==> config.mk <==
export PLATFORM = sky130hd
export DESIGN_NAME = led_pattern_ctrl
export DESIGN_NICKNAME = d
export VERILOG_FILES = /design/src/rtl/led_pkg.sv /design/src/rtl/btn_debounce.sv /design/src/rtl/led_pattern_ctrl.sv
export SDC_FILE = /design/constraint.sdc
export NUM_CORES = 1
export LEC_CHECK = 0
export ABC_AREA = 1
export ABC_CLOCK_PERIOD_IN_PS = 1800
export CORE_ASPECT_RATIO = 0.6
export CORE_MARGIN = 1
export CORE_UTILIZATION = 40
export DETAILED_ROUTE_END_ITERATION = 8
export PLACE_DENSITY = 0.6
export SYNTH_ARGS = -nofsm -noshare
export SYNTH_HDL_FRONTEND = slang
export SYNTH_SLANG_ARGS = --single-unit
==> constraint.sdc <==
create_clock -name clk -period 1.8 [get_ports clk]
set_clock_uncertainty 0.1 [all_clocks]
set_input_delay 0.54 -clock clk [delete_from_list [all_inputs] [get_ports clk]]
set_output_delay 0.54 -clock clk [all_outputs]
set_load 0.02 [all_outputs]
==> src/rtl/led_pkg.sv <==
// Shared types and constants for the LED pattern sequencer.
package led_pkg;

    localparam int unsigned N_LED = 4;

    // Button roles within the 4-bit button bank
    localparam logic [1:0] BTN_NEXT  = 2'd0;
    localparam logic [1:0] BTN_PAUSE = 2'd1;
    localparam logic [1:0] BTN_SPEED = 2'd2;
    localparam logic [1:0] BTN_CLR   = 2'd3;

    typedef enum logic [2:0] {
        IDLE    = 3'd0,
        SHIFT_L = 3'd1,
        SHIFT_R = 3'd2,
        BOUNCE  = 3'd3,
        BLINK   = 3'd4
    } mode_e;

    // Pattern loaded when a mode is entered
    localparam logic [N_LED-1:0] PAT_IDLE    = 4'b0000;
    localparam logic [N_LED-1:0] PAT_SHIFT_L = 4'b0001;
    localparam logic [N_LED-1:0] PAT_SHIFT_R = 4'b1000;
    localparam logic [N_LED-1:0] PAT_BOUNCE  = 4'b0001;
    localparam logic [N_LED-1:0] PAT_BLINK   = 4'b1111;

    // Mode order for the "next" button, wrapping BLINK back to IDLE
    function automatic mode_e next_mode(input mode_e m);
        mode_e n;
        case (m)
            IDLE:    n = SHIFT_L;
            SHIFT_L: n = SHIFT_R;
            SHIFT_R: n = BOUNCE;
            BOUNCE:  n = BLINK;
            default: n = IDLE;
        endcase
        return n;
    endfunction

    // Start pattern for a given mode
    function automatic logic [N_LED-1:0] start_pattern(input mode_e m);
        logic [N_LED-1:0] p;
        case (m)
            SHIFT_L: p = PAT_SHIFT_L;
            SHIFT_R: p = PAT_SHIFT_R;
            BOUNCE:  p = PAT_BOUNCE;
            BLINK:   p = PAT_BLINK;
            default: p = PAT_IDLE;
        endcase
        return p;
    endfunction

endpackage

==> src/rtl/btn_debounce.sv <==
// One push-button: 2-FF synchronizer, stability debouncer, rising-edge pulse.
module btn_debounce #(
    parameter int unsigned DEB_CYCLES = 1_000_000
) (
    input  logic clk,
    input  logic rst_n,
    input  logic i_btn,
    output logic o_press
);

    localparam int unsigned CNT_W = (DEB_CYCLES > 1) ? $clog2(DEB_CYCLES) : 1;
    localparam logic [CNT_W-1:0] CNT_LAST = CNT_W'(DEB_CYCLES - 1);

    logic             r_sync1;
    logic             r_sync2;
    logic             r_level;
    logic             r_level_d;
    logic             r_press;
    logic [CNT_W-1:0] r_cnt;

    // Bring the raw asynchronous pin into the clock domain
    always_ff @(posedge clk or negedge rst_n) begin
        if (!rst_n) begin
            r_sync1 <= 1'b0;
            r_sync2 <= 1'b0;
        end else begin
            r_sync1 <= i_btn;
            r_sync2 <= r_sync1;
        end
    end

    // Accept a new level only after it has differed for DEB_CYCLES straight cycles
    always_ff @(posedge clk or negedge rst_n) begin
        if (!rst_n) begin
            r_level <= 1'b0;
            r_cnt   <= '0;
        end else if (r_sync2 != r_level) begin
            if (r_cnt == CNT_LAST) begin
                r_level <= r_sync2;
                r_cnt   <= '0;
            end else begin
                r_cnt <= r_cnt + CNT_W'(1);
            end
        end else begin
            r_cnt <= '0;
        end
    end

    // Single-cycle pulse on the debounced 0->1 transition
    always_ff @(posedge clk or negedge rst_n) begin
        if (!rst_n) begin
            r_level_d <= 1'b0;
            r_press   <= 1'b0;
        end else begin
            r_level_d <= r_level;
            r_press   <= r_level & ~r_level_d;
        end
    end

    assign o_press = r_press;

endmodule

==> src/rtl/led_pattern_ctrl.sv <==
// Button-driven LED pattern sequencer: debounced commands, mode FSM, tick timer.
module led_pattern_ctrl
    import led_pkg::*;
#(
    parameter int unsigned TICK_DIV   = 50_000_000,
    parameter int unsigned DEB_CYCLES = 1_000_000
) (
    input  logic             clk,
    input  logic             rst_n,
    input  logic [N_LED-1:0] btn,
    output logic [N_LED-1:0] led,
    output logic [2:0]       mode,
    output logic             running,
    output logic             fast
);

    localparam int unsigned CNT_W = $clog2(TICK_DIV);
    localparam logic [CNT_W-1:0] LAST_SLOW = CNT_W'(TICK_DIV - 1);
    localparam logic [CNT_W-1:0] LAST_FAST = CNT_W'(TICK_DIV / 4 - 1);
    localparam logic [N_LED-1:0] LED_TOP   = {1'b1, {(N_LED - 1){1'b0}}};
    localparam logic [N_LED-1:0] LED_BOT   = N_LED'(1);

    logic [N_LED-1:0] w_press;
    logic [CNT_W-1:0] w_cnt_last;
    logic             w_tick;
    mode_e            w_mode_nxt;
    logic [N_LED-1:0] w_led_step;
    logic             w_dir_step;

    mode_e            r_mode;
    logic [N_LED-1:0] r_led;
    logic             r_running;
    logic             r_fast;
    logic             r_dir_up;
    logic [CNT_W-1:0] r_cnt;

    // One debouncer per button
    for (genvar gi = 0; gi < N_LED; gi++) begin : g_btn
        btn_debounce #(
            .DEB_CYCLES(DEB_CYCLES)
        ) u_deb (
            .clk    (clk),
            .rst_n  (rst_n),
            .i_btn  (btn[gi]),
            .o_press(w_press[gi])
        );
    end

    assign w_cnt_last = r_fast ? LAST_FAST : LAST_SLOW;
    assign w_tick     = r_running && (r_mode != IDLE) && (r_cnt == w_cnt_last);
    assign w_mode_nxt = next_mode(r_mode);

    // Pattern one step ahead of the current one for the active mode
    always_comb begin
        w_led_step = r_led;
        w_dir_step = r_dir_up;
        case (r_mode)
            SHIFT_L: w_led_step = {r_led[N_LED-2:0], r_led[N_LED-1]};
            SHIFT_R: w_led_step = {r_led[0], r_led[N_LED-1:1]};
            BOUNCE: begin
                if (r_dir_up) begin
                    if (r_led == LED_TOP) begin
                        w_led_step = r_led >> 1;
                        w_dir_step = 1'b0;
                    end else begin
                        w_led_step = r_led << 1;
                    end
                end else begin
                    if (r_led == LED_BOT) begin
                        w_led_step = r_led << 1;
                        w_dir_step = 1'b1;
                    end else begin
                        w_led_step = r_led >> 1;
                    end
                end
            end
            BLINK:   w_led_step = ~r_led;
            default: w_led_step = PAT_IDLE;
        endcase
    end

    // Mode FSM, command handling, tick counter and pattern register
    always_ff @(posedge clk or negedge rst_n) begin
        if (!rst_n) begin
            r_mode    <= IDLE;
            r_led     <= PAT_IDLE;
            r_running <= 1'b1;
            r_fast    <= 1'b0;
            r_dir_up  <= 1'b1;
            r_cnt     <= '0;
        end else if (w_press[BTN_CLR]) begin
            r_mode    <= IDLE;
            r_led     <= PAT_IDLE;
            r_running <= 1'b1;
            r_fast    <= 1'b0;
            r_dir_up  <= 1'b1;
            r_cnt     <= '0;
        end else begin
            if (w_press[BTN_PAUSE]) begin
                r_running <= ~r_running;
            end
            if (w_press[BTN_SPEED]) begin
                r_fast <= ~r_fast;
            end
            if (w_press[BTN_NEXT]) begin
                // A mode change discards any tick landing in the same cycle
                r_mode   <= w_mode_nxt;
                r_led    <= start_pattern(w_mode_nxt);
                r_dir_up <= 1'b1;
                r_cnt    <= '0;
            end else begin
                if (w_press[BTN_SPEED]) begin
                    r_cnt <= '0;
                end else if (w_tick) begin
                    r_cnt <= '0;
                end else if (r_running && (r_mode != IDLE)) begin
                    r_cnt <= r_cnt + CNT_W'(1);
                end
                if (w_tick) begin
                    r_led    <= w_led_step;
                    r_dir_up <= w_dir_step;
                end
            end
        end
    end

    assign led     = r_led;
    assign mode    = r_mode;
    assign running = r_running;
    assign fast    = r_fast;

endmodule
==> results.cfg, run 1 <==
[synthesis]
yosys_register_bits = 136
yosysTopAreaCellShare = 0.465
yosys-top-cells-area = dfrtp_1 46%, nand2_1 12%, nor2_1 9.8%, inv_1 6.5%, nand3_1 6.1%
syn_inst = 966
yosysTopAreaCell = dfrtp_1
synthArstFlopShare = 1.00
synth.avg_cell_area_sq_um = 7.47
yosysWarnings = 0
syn-num-nets = 977
synthTopCellsByCount = 234 x nand2_1, 189 x nor2_1, 134 x dfrtp_1, 125 x inv_1, 88 x nand3_1
synth-edff-count = 0
dominantRegCellSynth = dfrtp_1
netlist_area_sq_um = 7220
seq_area_frac_synth = 0.472
ys_types = 31
synth_most_common_cell = nand2_1

[hold_path]
hold_class = reg2reg
hold_depth = 0

[cts]
path_clk_slew_ps = 60
max-clock-path-buffers = 2
root_buffer = clkbuf_16
cts_tree = yes
cts_sinks = 136
cts_max_level = 4
numCtsBuffers = 17
clock_latency_ps = 420

[global_route]
grt_pass1_wl_microns = 27300
grt_usage = 0.185
gr-total-overflow = 0
antenna_found_initial = 0
grt_pass1_vias = 5515
grt_max_degree = 36

[setup_path]
startpoint_type = register
max_stage_delay_ps = 400
critical_path_class = reg2out
crit_family = flip-flops
cp.buffers_inverters = 1
slowest_stage = dfrtp_1
required_ps = 1160
reg2regPathDepth = 9
end_kind = primary output
path_cells = dlygate4sd2_1
cp.arrival_ps = 1130
worst-path-max-fanout = 3
critical_path_depth = 1

[floorplan]
start_util = 0.415
die_area_sq_um = 18600
pin_count = 15
core_area_sq_um = 17400
row_count = 37
die_y_microns = 106
die_x_microns = 175

[final_layout]
ff_latch_area_sq_um = 3410
nFillCells = 1743
drive_gt1_frac = 0.129
nets = 1050
syn_to_final_growth_pct = 20.0
utilization = 0.497
multi_input_area_sq_um = 3360
diodes = 0

[flow_run]
max-cap-violations = 0

[pwr]
p_switching_mw = 1.64
p_int_mw = 5.12
vdd_ir_drop_max_uv = 598
leakage_nw = 4.02
powerDensity_nw_per_um2 = 780
total_power_mw = 6.76
clkPwrFrac = 0.510
p_comb_frac = 0.029
sw_frac_of_total = 0.243
pwr-share-seq = 0.460

[timing]
setup_viol = 0
period_needed_ps = 1770
rsz0062_at_grt = yes
worst_pin_slew_ps = 460
drv_slew = 0
final.setup.tns_ps = 0
fmax_ghz = 0.564
slew_headroom = 0.692
post-route-period-util = 0.984
hold-worst-slack_ps = 249
finalHoldViolations = 0

[routing]
wl_per_cell_microns = 12.7
vias = 6207
drtPass1Iterations = 6
vias_per_cell = 4.83
drc_errors = 0
drt_iter0_drc = 722
ant_nets = 0
routed_wl_microns = 16300

[placed_design]
hpwl_microns = 11700
port_buffers = 14
gp_congestion = 0.931

[run_status]
outcome = completed
## path summary, 6_finish.rpt
kind	from	endpoint	slack (ps)
max	mode[1]$_DFFE_PN0P_	mode[1]	30
min	g_btn[2].u_deb.r_sync1$_DFF_PN0_	g_btn[2].u_deb.r_sync2$_DFF_PN0_	250
max reg2reg	g_btn[2].u_deb.r_cnt[0]$_DFF_PN0_	g_btn[2].u_deb.r_cnt[16]$_DFF_PN0_	100
min reg2reg	g_btn[2].u_deb.r_sync1$_DFF_PN0_	g_btn[2].u_deb.r_sync2$_DFF_PN0_	250
max in group asynchronous	rst_n	r_dir_up$_DFFE_PN1P_	580
min in group asynchronous	rst_n	r_cnt[13]$_DFFE_PN0P_	470
## cell type report
class                           instances  share of cell area
Sequential cell                       136               0.393
Inverter                              130              0.0566
Tap cell                              234              0.0338
Timing Repair Buffer                   61              0.0608
Multi-Input combinational cell        693               0.388
Clock buffer                           17              0.0491
Clock inverter                         15              0.0179
## logic make-up (layout without fill, tap and decap cells)
group	after synthesis	count (layout)	synth area share
flip-flops	136	136	0.472
buffers and inverters	138	223	0.0759
AO/OA/AOI/OAI	69	69	0.0501
adder cells (fa/ha/maj)	5	5	0.00867
XOR/XNOR	43	43	0.0522
AND/OR/NAND/NOR	575	576	0.341
## registers in the layout, indices dropped and copies added (netlist names)
signal and count:
g_btn.u_deb.r_sync1 4, r_cnt 26, g_btn.u_deb.r_sync2 4, g_btn.u_deb.r_level_d 4, running 1, g_btn.u_deb.o_press 4, g_btn.u_deb.r_cnt 80, r_dir_up 1
fast 1, mode 3, g_btn.u_deb.r_level 4, led 4
## per-stage QoR
stage / setup WS, ps / cell area [sq um] / cells
floorplan: 108 / 7220 / 966
global placement: 55.3 / 7930 / 1246
detailed placement: 27.9 / 7930 / 1246
CTS: 1.80 / 8510 / 1279
global route: -30.1 / 8660 / 1286
finish: 28.1 / 8660 / 1286
## routing by layer
metal,GRT usage,vias to the layer above,part of all wire
li1,-,3179,-
met2,0.235,156,0.37
met4,0.0509,0,0.0077
met5,0,-,0
met3,0.0397,10,0.059
met1,0.301,2862,0.57
## cell usage in the layout (no fill, tap or decap), types with 4 or more instances in the layout
cell type	instances
nand4_1	14
nand3_2	4
nor2_4	6
nor3_1	21
nand2_1	231
xor2_1	33
nor3_2	4
nor2_2	13
nor2_1	179
clkdlybuf4s50_1	4
inv_6	8
a21oi_1	34
dfrtp_1	133
nand3_1	86
inv_1	121
o21ai_0	27
xnor2_1	10
buf_4	42
clkbuf_16	17
inv_2	8
nand2_2	7
## repair_timing
action / in CTS / in global routing
setup buffers: 0 / 6
hold endpoints to repair: 21 / 0
pin swaps: 0 / 7
endpoints found under the setup margin: 9 / 78
cloned: 0 / 1
hold buffers: 1 / 0
gates resized for setup: 18 / 32
## power groups by stage
stage / Clock, mW / Combinational (mW) / Sequential [mW]
6_report: 3.45 / 0.198 / 3.11
5_1_grt: 3.67 / 0.233 / 3.11
4_1_cts: 3.54 / 0.200 / 3.11
3_5_place_dp: 0 / 0.197 / 3.17
3_3_place_gp: 0 / 0.196 / 3.17
2_1_floorplan: 0 / 0.0729 / 3.16
Power figures use the tool's default switching activity.
==> inputs of run 2 (changes only) <==
--- a/config.mk
+++ b/config.mk
@@ -12,6 +12,7 @@
 export CORE_UTILIZATION = 40
 export DETAILED_ROUTE_END_ITERATION = 8
 export PLACE_DENSITY = 0.6
+export SETUP_SLACK_MARGIN = 0.3
 export SYNTH_ARGS = -nofsm -noshare
 export SYNTH_HDL_FRONTEND = slang
 export SYNTH_SLANG_ARGS = --single-unit
==> constraint.sdc (replaced) <==
create_clock -name clk -period 1.8 [get_ports clk]
set_clock_uncertainty 0.1 [all_clocks]
set_input_delay 0.54 -clock clk [delete_from_list [all_inputs] [get_ports clk]]
set_output_delay 0.54 -clock clk [all_outputs]
set_load 0.1 [all_outputs]
==> run 2 against run 1 <==
  * The flow now finishes with violations (setup timing)
  * Die area unchanged
  * Final cell count is 4.8% higher
  * Sequential cell count did not move
  * Setup slack got worse by 110 ps
  * Critical path type unchanged
  * Highest routed layer unchanged
==> results.cfg, run 2 (same netlist as run 1, synthesis figures left out) <==
[run_status]
outcome = finished, violations left
violations = setup timing

[final_layout]
nets = 1112
regMostFlops = g_btn.u_deb.r_cnt
instances_no_fill = 1348
final_cell_mix = 194 x nand2_1, 134 x nor2_1, 117 x dfrtp_1, 111 x inv_1, 70 x buf_4
fin_area_sq_um = 10300
layout_commonest_cell = nand2_1
reg_top3 = g_btn.u_deb.r_cnt (80), r_cnt (26)
largest_register_ffs = 80
diodes = 0
drive_gt1_frac = 0.332
syn_to_final_growth_pct = 43.2

[setup_path]
critical_path_class = reg2out
required_ps = 1160
path_cells = buf_12
cp.arrival_ps = 1240
reg2regPathDepth = 9
max_stage_delay_ps = 650
reg2reg_from = running$_DFFE_PN1P_
worst-path-max-fanout = 2
crit_family = flip-flops
slowest_stage = dfstp_4
critical_path_depth = 1
cp-startpoint = running$_DFFE_PN1P_
cp.buffers_inverters = 1
startpoint_type = register
ff2ff_setup_slack_ps = 50
end_kind = primary output

[timing]
finalWorstSetupSlack_ps = -77.8
period_needed_ps = 1880
setup_viol = 4
final.setup.tns_ps = -121
fmax_ghz = 0.533
drv_slew = 0
finalHoldViolations = 0
rsz0062_at_grt = yes
slew_headroom = 0.695
post-route-period-util = 1.04
worst_pin_slew_ps = 453

[pwr]
total_power_mw = 7.28
leakage_nw = 4.53
powerDensity_nw_per_um2 = 705
vdd_ir_drop_max_uv = 671

[routing]
drt_iter0_drc = 561
vias = 6646
wl_per_cell_microns = 13.8
ant_nets = 0
drc_errors = 0
routed_wl_microns = 18600
vias_per_cell = 4.93
drtPass1Iterations = 6

[floorplan]
core_area_sq_um = 17400
start_util = 0.415
row_count = 37
die_y_microns = 106
pin_count = 15
die_x_microns = 175
die_area_sq_um = 18600

[cts]
cts_tree = yes
root_buffer = clkbuf_16
cts_max_level = 4
numCtsBuffers = 17
cts_sinks = 136
clock_latency_ps = 420
path_clk_slew_ps = 60
max-clock-path-buffers = 2

[global_route]
grt_max_degree = 39
antenna_found_initial = 0
grt_pass1_wl_microns = 29700
gr-total-overflow = 0
grt_pass1_vias = 5982
grt_usage = 0.201

[placed_design]
dp_cells = 1236
port_buffers = 14
postPlaceCellArea_sq_um = 8040
hpwl_microns = 11600
gp_congestion = 0.896

[flow_run]
max-cap-violations = 0

[hold_path]
hold_depth = 0
hold_class = reg2reg
worstHoldStart = g_btn[1].u_deb.r_sync1$_DFF_PN0_
==> run 2: cell types whose count changed in the layout (fill, tap and decap cells not counted), sizes merged <==
| cell | change |
|---|---|
| dlygate4sd2 | -3 |
| bufinv | +3 |
| clkdlybuf4s15 | -4 |
| buf | +70 |
| clkbuf | +1 |
| clkinv | +3 |
| inv | -8 |
==> run 2: path summary, 6_finish.rpt <==
| path | to |
|---|---|
| max in group asynchronous | g_btn[2].u_deb.r_cnt[10]$_DFF_PN0_ |
| max | running |
| min in group asynchronous | g_btn[0].u_deb.r_cnt[11]$_DFF_PN0_ |
| max reg2reg | r_cnt[0]$_DFFE_PN0P_ |
| min reg2reg | g_btn[1].u_deb.r_sync2$_DFF_PN0_ |
| min | g_btn[1].u_deb.r_sync2$_DFF_PN0_ |
==> run 2: where the power goes <==
group          switching (mW)  internal, mW
clock network            1.42          2.41
registers              0.0370          3.09
logic                   0.191         0.135
total                    1.65          5.64
==> run 2: cell type report <==
class | instances | area, sq um
clock inverters | 13 | 193
repair buffers | 123 | 1240
fillers | 1501 | 7070
inverters | 130 | 523
multi-input cells | 693 | 4190
clock buffers | 19 | 453
flip-flops and latches | 136 | 3440
well taps | 234 | 293
==> run 2: per-layer routing <==
metal	global-route usage	wire length, microns
met5	0	0
met4	0.0484	102
met3	0.0508	1030
met2	0.268	7850
met1	0.317	9640
==> run 2: what timing repair did <==
item,in CTS,in global routing
buffers inserted,54,23
hold buffers,1,0
hold endpoints to repair,21,0
setup endpoints to repair,105,115
gates resized for setup,113,176
gates cloned,1,1
pin swaps,49,57
==> run 2: stage by stage <==
step | hold WS (ps) | util | worst slack (ps)
2_1_floorplan | 144 | - | -22.8
3_3_place_gp | 233 | 0.462 | 70.6
3_5_place_dp | 240 | 0.462 | -5.66
4_1_cts | 254 | 0.548 | -89.8
5_1_grt | 256 | 0.594 | -112
6_report | 251 | 0.594 | -77.8
